--- config.mk ---
export PLATFORM = sky130hd
export DESIGN_NAME = emu_step_ctrl
export DESIGN_NICKNAME = d
export VERILOG_FILES = /design/src/rtl/emu_step_pkg.sv /design/src/rtl/emu_time_acc.sv /design/src/rtl/emu_step_ctrl.sv
export SDC_FILE = /design/constraint.sdc
export NUM_CORES = 1
export LEC_CHECK = 0
export CAP_MARGIN = 20
export CELL_PAD_IN_SITES_DETAIL_PLACEMENT = 1
export CELL_PAD_IN_SITES_GLOBAL_PLACEMENT = 2
export CORE_UTILIZATION = 33
export CTS_CLUSTER_SIZE = 14
export DETAILED_ROUTE_END_ITERATION = 8
export PLACE_DENSITY_LB_ADDON = 0.1
export SLEW_MARGIN = 15
export SYNTH_ARGS = -nofsm -noshare
export SYNTH_HDL_FRONTEND = slang
export SYNTH_SLANG_ARGS = --single-unit
--- constraint.sdc ---
create_clock -name clk -period 11.5 [get_ports clk]
set_input_delay 1.725 -clock clk [delete_from_list [all_inputs] [get_ports clk]]
set_output_delay 1.725 -clock clk [all_outputs]
set_load 0.005 [all_outputs]
--- src/rtl/emu_step_pkg.sv ---
// Shared types and default widths for the emulation step controller.
package emu_step_pkg;

    typedef enum logic [1:0] {
        IDLE = 2'd0,
        RUN  = 2'd1,
        STEP = 2'd2,
        HALT = 2'd3
    } step_state_t;

    localparam int DT_W_DEF   = 16;
    localparam int TIME_W_DEF = 40;
    localparam int CNT_W_DEF  = 16;

endpackage

--- src/rtl/emu_time_acc.sv ---
// Emulated-time accumulator: adds dt on each committed step and reports whether
// the next proposed step fits below the stop time without overflowing.
module emu_time_acc
    import emu_step_pkg::*;
#(
    parameter int DT_W   = DT_W_DEF,
    parameter int TIME_W = TIME_W_DEF
) (
    input  logic              clk,
    input  logic              rst,
    input  logic              clr,
    input  logic              add_en,
    input  logic [DT_W-1:0]   dt_in,
    input  logic              stop_en,
    input  logic [TIME_W-1:0] stop_time,
    output logic [TIME_W-1:0] emu_time,
    output logic              fits
);

    logic [TIME_W-1:0] emu_time_q;
    logic [TIME_W-1:0] emu_time_d;
    logic [TIME_W:0]   sum;

    // One extra bit so the carry-out doubles as the overflow flag.
    assign sum      = {1'b0, emu_time_q} + {{(TIME_W + 1 - DT_W){1'b0}}, dt_in};
    assign fits     = !sum[TIME_W] && !(stop_en && (sum[TIME_W-1:0] > stop_time));
    assign emu_time = emu_time_q;

    always_comb begin
        emu_time_d = emu_time_q;
        if (clr) begin
            emu_time_d = '0;
        end else if (add_en) begin
            emu_time_d = sum[TIME_W-1:0];
        end
    end

    always_ff @(posedge clk or negedge rst) begin
        if (!rst) begin
            emu_time_q <= '0;
        end else begin
            emu_time_q <= emu_time_d;
        end
    end

endmodule

--- src/rtl/emu_step_ctrl.sv ---
// Emulation step controller: issues one registered clock-enable pulse per
// committed timestep, free-running or in bursts, with stall and stop-time halt.
module emu_step_ctrl
    import emu_step_pkg::*;
#(
    parameter int DT_W   = DT_W_DEF,
    parameter int TIME_W = TIME_W_DEF,
    parameter int CNT_W  = CNT_W_DEF
) (
    input  logic              clk,
    input  logic              rst,
    input  logic              clr,
    input  logic              run,
    input  logic              step_req,
    input  logic [CNT_W-1:0]  step_count,
    input  logic [DT_W-1:0]   dt_in,
    input  logic              stall,
    input  logic              stop_en,
    input  logic [TIME_W-1:0] stop_time,
    output logic              cke,
    output logic [DT_W-1:0]   dt_out,
    output logic [TIME_W-1:0] emu_time,
    output logic              busy,
    output logic              done,
    output logic              halted
);

    step_state_t      state_q, state_d;
    logic [CNT_W-1:0] remaining_q, remaining_d;
    logic             cke_q, done_q, done_d, busy_q, halted_q;
    logic [DT_W-1:0]  dt_out_q, dt_out_d;
    logic             issue;
    logic             fits;

    emu_time_acc #(
        .DT_W   (DT_W),
        .TIME_W (TIME_W)
    ) u_acc (
        .clk       (clk),
        .rst       (rst),
        .clr       (clr),
        .add_en    (issue),
        .dt_in     (dt_in),
        .stop_en   (stop_en),
        .stop_time (stop_time),
        .emu_time  (emu_time),
        .fits      (fits)
    );

    // remaining counts steps still owed by the burst; a stalled edge leaves it alone.
    always_comb begin
        state_d     = state_q;
        remaining_d = remaining_q;
        issue       = 1'b0;
        done_d      = 1'b0;
        if (clr) begin
            state_d     = IDLE;
            remaining_d = '0;
        end else begin
            case (state_q)
                IDLE: begin
                    if (run) begin
                        if (stall) begin
                            state_d = RUN;
                        end else if (fits) begin
                            state_d = RUN;
                            issue   = 1'b1;
                        end else begin
                            state_d = HALT;
                        end
                    end else if (step_req && (step_count != '0)) begin
                        if (stall) begin
                            state_d     = STEP;
                            remaining_d = step_count;
                        end else if (fits) begin
                            issue       = 1'b1;
                            remaining_d = step_count - CNT_W'(1);
                            if (step_count == CNT_W'(1)) begin
                                done_d  = 1'b1;
                                state_d = IDLE;
                            end else begin
                                state_d = STEP;
                            end
                        end else begin
                            state_d = HALT;
                        end
                    end
                end
                RUN: begin
                    if (!run) begin
                        state_d = IDLE;
                    end else if (!stall) begin
                        if (fits) begin
                            issue = 1'b1;
                        end else begin
                            state_d = HALT;
                        end
                    end
                end
                STEP: begin
                    if (!stall) begin
                        if (fits) begin
                            issue       = 1'b1;
                            remaining_d = remaining_q - CNT_W'(1);
                            if (remaining_q <= CNT_W'(1)) begin
                                done_d  = 1'b1;
                                state_d = IDLE;
                            end
                        end else begin
                            state_d     = HALT;
                            remaining_d = '0;
                        end
                    end
                end
                HALT: begin
                    state_d = HALT;
                end
                default: begin
                    state_d = IDLE;
                end
            endcase
        end
    end

    always_comb begin
        dt_out_d = dt_out_q;
        if (issue) begin
            dt_out_d = dt_in;
        end
    end

    always_ff @(posedge clk or negedge rst) begin
        if (!rst) begin
            state_q     <= IDLE;
            remaining_q <= '0;
        end else begin
            state_q     <= state_d;
            remaining_q <= remaining_d;
        end
    end

    // Status outputs reflect the state being entered so they line up with cke.
    always_ff @(posedge clk or negedge rst) begin
        if (!rst) begin
            cke_q    <= 1'b0;
            dt_out_q <= '0;
            done_q   <= 1'b0;
            busy_q   <= 1'b0;
            halted_q <= 1'b0;
        end else begin
            cke_q    <= issue;
            dt_out_q <= dt_out_d;
            done_q   <= done_d;
            busy_q   <= (state_d == RUN) || (state_d == STEP);
            halted_q <= (state_d == HALT);
        end
    end

    assign cke    = cke_q;
    assign dt_out = dt_out_q;
    assign done   = done_q;
    assign busy   = busy_q;
    assign halted = halted_q;

endmodule
==> results.py <==
metrics = {
    "worst_setup_path": {
        "path_delay_family": "simple AND/OR/NAND/NOR gates",
        "path_class": "input port to register",
        "path_cells": "clkdlybuf4s50_1 > ha_1 > inv_1 > fa_1 > nor2b_1 > o31a_1 > o311ai_1 > a31oi_1 > nand2_1 > nor3_1 > xor2_1 > ha_1 > nand4_1 > nor4_1 > a41oi_1 > inv_1 > a31o_2 > nand2_2 > nor2_4 > mux2_2",
        "cp.required_ns": 11.74,
        "rr_endpoint": "dt_out[0]",
        "cp_slowest_cell": "nor2_4",
        "path_depth": 20,
        "path_buf_inv": 3,
        "max_stage_delay_ns": 0.78,
        "cp-start-kind": "input port",
        "r2r_start": "u_acc.emu_time[0]",
        "worstPathMaxFanout": 48,
        "r2r_setup_slack_ns": 4.84,
        "cp.arrival_ns": 8.37,
        "cp-end-kind": "register",
        "ff2ff_path_depth": 19,
    },
    "placement": {
        "dpl.hpwl_um": 16300,
        "portBuffers": 138,
        "dp_slack_ns": 2.92,
        "gp_congestion": 0.848,
    },
    "final_layout": {
        "post-route-util_pct": 43.1,
        "synthToLayoutAreaGrowth_pct": 28.1,
        "multi_input_area_um2": 4150,
        "final_cell_mix": "136 x clkdlybuf4s50_1, 88 x a21oi_1, 80 x nand2_1, 78 x dfrtp_1, 65 x inv_1",
        "mostFrequentLayoutCell": "clkdlybuf4s50_1",
        "seqCellArea_um2": 1950,
        "final_nets": 1038,
        "drive_gt1_share_pct": 5.88,
        "diodes": 0,
        "fillers": 2326,
    },
    "logic_synthesis": {
        "synthFlopType": "dfrtp_1",
        "syn_area_per_cell_um2": 8.42,
        "synthCells": 775,
        "muxShareOfSynthArea_pct": 3.39,
        "synth_warnings": 0,
        "synthArstFlopShare_pct": 100,
        "yosysSeqAreaShare_pct": 29.9,
        "synth-simple-area-share_pct": 20.6,
        "synthDistinctLibCells": 69,
        "yosys.area_share.xor_xnor_pct": 6.71,
        "synth_compound_area_share_pct": 20.8,
        "ys_ff_latch": 78,
        "synth-edff-count": 0,
        "synth_top_family_by_area": "compound AO/OA/AOI/OAI gates",
        "synthAdderAreaFrac_pct": 12.0,
        "syn-cell-area_um2": 6530,
        "synth_nets": 916,
    },
    "floorplan": {
        "die_area_um2": 20300,
        "start_util_pct": 33.6,
        "rows": 51,
        "core_area_um2": 19400,
        "io_pins": 139,
        "die_x_um": 143,
        "die_y_um": 143,
    },
    "detailed_routing": {
        "num_vias": 6298,
        "avgViaCountPerCell": 5.40,
        "dr.pass1.iters": 4,
        "final_antenna_net_count": 0,
        "first_iter_violations": 255,
        "drt-wirelength-per-cell_um": 18.2,
        "drcViolationCount": 0,
        "routed_wl_um": 21200,
    },
    "sta": {
        "setup_slack_ns": 3.37,
        "tns_ns": 0,
        "slew-limit-headroom_pct": 24.4,
        "finalClockSkew_ns": 0.0112,
        "worst_pin_slew_ns": 1.13,
        "rsz0062_at_grt": "no",
        "setup_viol": 0,
        "whs_ns": 0.514,
        "fin_crit_ns": 8.13,
        "hold_viol_final": 0,
        "max_freq_mhz": 123,
        "min_period_over_period_pct": 70.7,
        "slew_viol_final": 0,
    },
    "job": {
        "drv_cap": 0,
    },
    "hold_path": {
        "hold_end": "dt_out[2]",
        "hp-class": "register to register",
        "worstHoldPathCells": 1,
        "hp-start": "dt_out[2]",
    },
    "power": {
        "power.density_nw_per_um2": 108,
        "ir_worst_vdd_mv": 0.0797,
        "p_total_mw": 0.901,
        "p_leak_nw": 3.60,
    },
    "outcome": {
        "status": "finished clean",
    },
    "clock_network": {
        "post_cts_buffers": 0,
        "clk_path_buf_depth": 2,
        "clk_latency_ns": 0.35,
        "cts.sinks": 78,
        "root_buffer": "clkbuf_16",
        "path_clk_slew_ns": 0.06,
        "cts_resized": 0,
        "h-tree-depth": 3,
        "cts_tree": "done",
        "cts_buffers": 9,
        "holdBufCountCts": 0,
    },
    "global_routing": {
        "overflow": 0,
        "grt_pass1_wl_um": 34500,
        "grt_pass1_vias": 6674,
        "antenna_found_initial": 0,
        "grt_max_degree": 62,
        "grt_usage_pct": 21.6,
    },
}
## where the power goes
part / total (mW) / leakage, nW / switching (mW) / internal, mW
combinational: 0.308 / 2.42 / 0.162 / 0.146
sequential: 0.318 / 1.04 / 0.0192 / 0.299
clock: 0.275 / 0.136 / 0.128 / 0.147
total: 0.901 / 3.60 / 0.309 / 0.592
## worst max-delay path by stage
stage	start	end	slack (ns)
6_report	dt_in[0]	dt_out[0]	3.37
5_1_grt	dt_in[0]	dt_out[15]	2.73
4_1_cts	dt_in[0]	dt_out[15]	3.29
2_1_floorplan	dt_in[10]	busy	5.09
3_5_place_dp	dt_in[0]	dt_out[15]	2.92
3_3_place_gp	dt_in[0]	dt_out[14]	3.25
## flip-flops by register name, indices dropped and copies added (netlist names)
signal / cells
halted: 1
remaining_q: 16
state_q: 2
u_acc.emu_time: 40
dt_out: 16
cke: 1
busy: 1
done: 1
## per-layer routing
layer  vias up  share of wire [%]  track usage [%]
li1       3045                  -                -
met3        15                3.3             2.82
met1      3134                 48             28.7
met2       104                 47             37.1
met4         0               0.78             5.21
met5         -                  0                0
## area by class of cell
class	instances	share of cell area, %
Multi-Input combinational cell	601	49.6
Timing Repair Buffer	142	16.9
Tap cell	265	3.96
Clock inverter	7	0.583
Inverter	65	2.92
Clock buffer	9	2.69
Sequential cell	78	23.3
## synth_stat cells (all sizes together) (2+ instances only)
cell type	instances	area share (%)
inv	65	3.7
a211o	2	0.27
o311ai	2	0.27
o21ai	19	1.5
xor2	20	2.7
mux2	17	3.4
nor3	14	1.1
nor2b	7	0.67
nand3	28	2.1
or3	12	1.2
a31o	4	0.67
dfrtp	78	30
a221oi	2	0.27
a211oi	6	0.84
nand3b	2	0.23
nor2	51	3.0
a31oi	5	0.48
a21o	12	1.4
and3	7	0.67
o21a	7	0.81
nor4	13	1.2
or4	14	1.7
ha	61	12
o32a	2	0.31
a41oi	5	0.67
o21bai	4	0.46
o221ai	2	0.27
xnor2	30	4.0
a311oi	2	0.27
nand4	14	1.3
nand2b	15	1.4
o22ai	2	0.19
buf	14	1.9
o211ai	3	0.35
clkbuf	17	0.98
a32oi	3	0.40
a21oi	89	6.9
and4	2	0.27
o31ai	12	1.4
and2	4	0.42
nand2	82	4.8
o32ai	13	1.9
## cell families (layout without fill, tap and decap cells)
| family | after synthesis | after routing |
|---|---|---|
| flops | 78 | 78 |
| fa+ha+maj | 62 | 62 |
| mux | 17 | 17 |
| simple gates | 268 | 268 |
| buf+inv | 96 | 223 |
| compound gates | 204 | 204 |
| xor+xnor | 50 | 50 |
## per-stage QoR
stage                     area [um^2]  instances
after floorplan                  6530        775
after global placement           8060       1149
after detailed placement         8070       1150
after CTS                        8340       1166
after global routing             8360       1167
final                            8360       1167
Power figures use the tool's default switching activity.
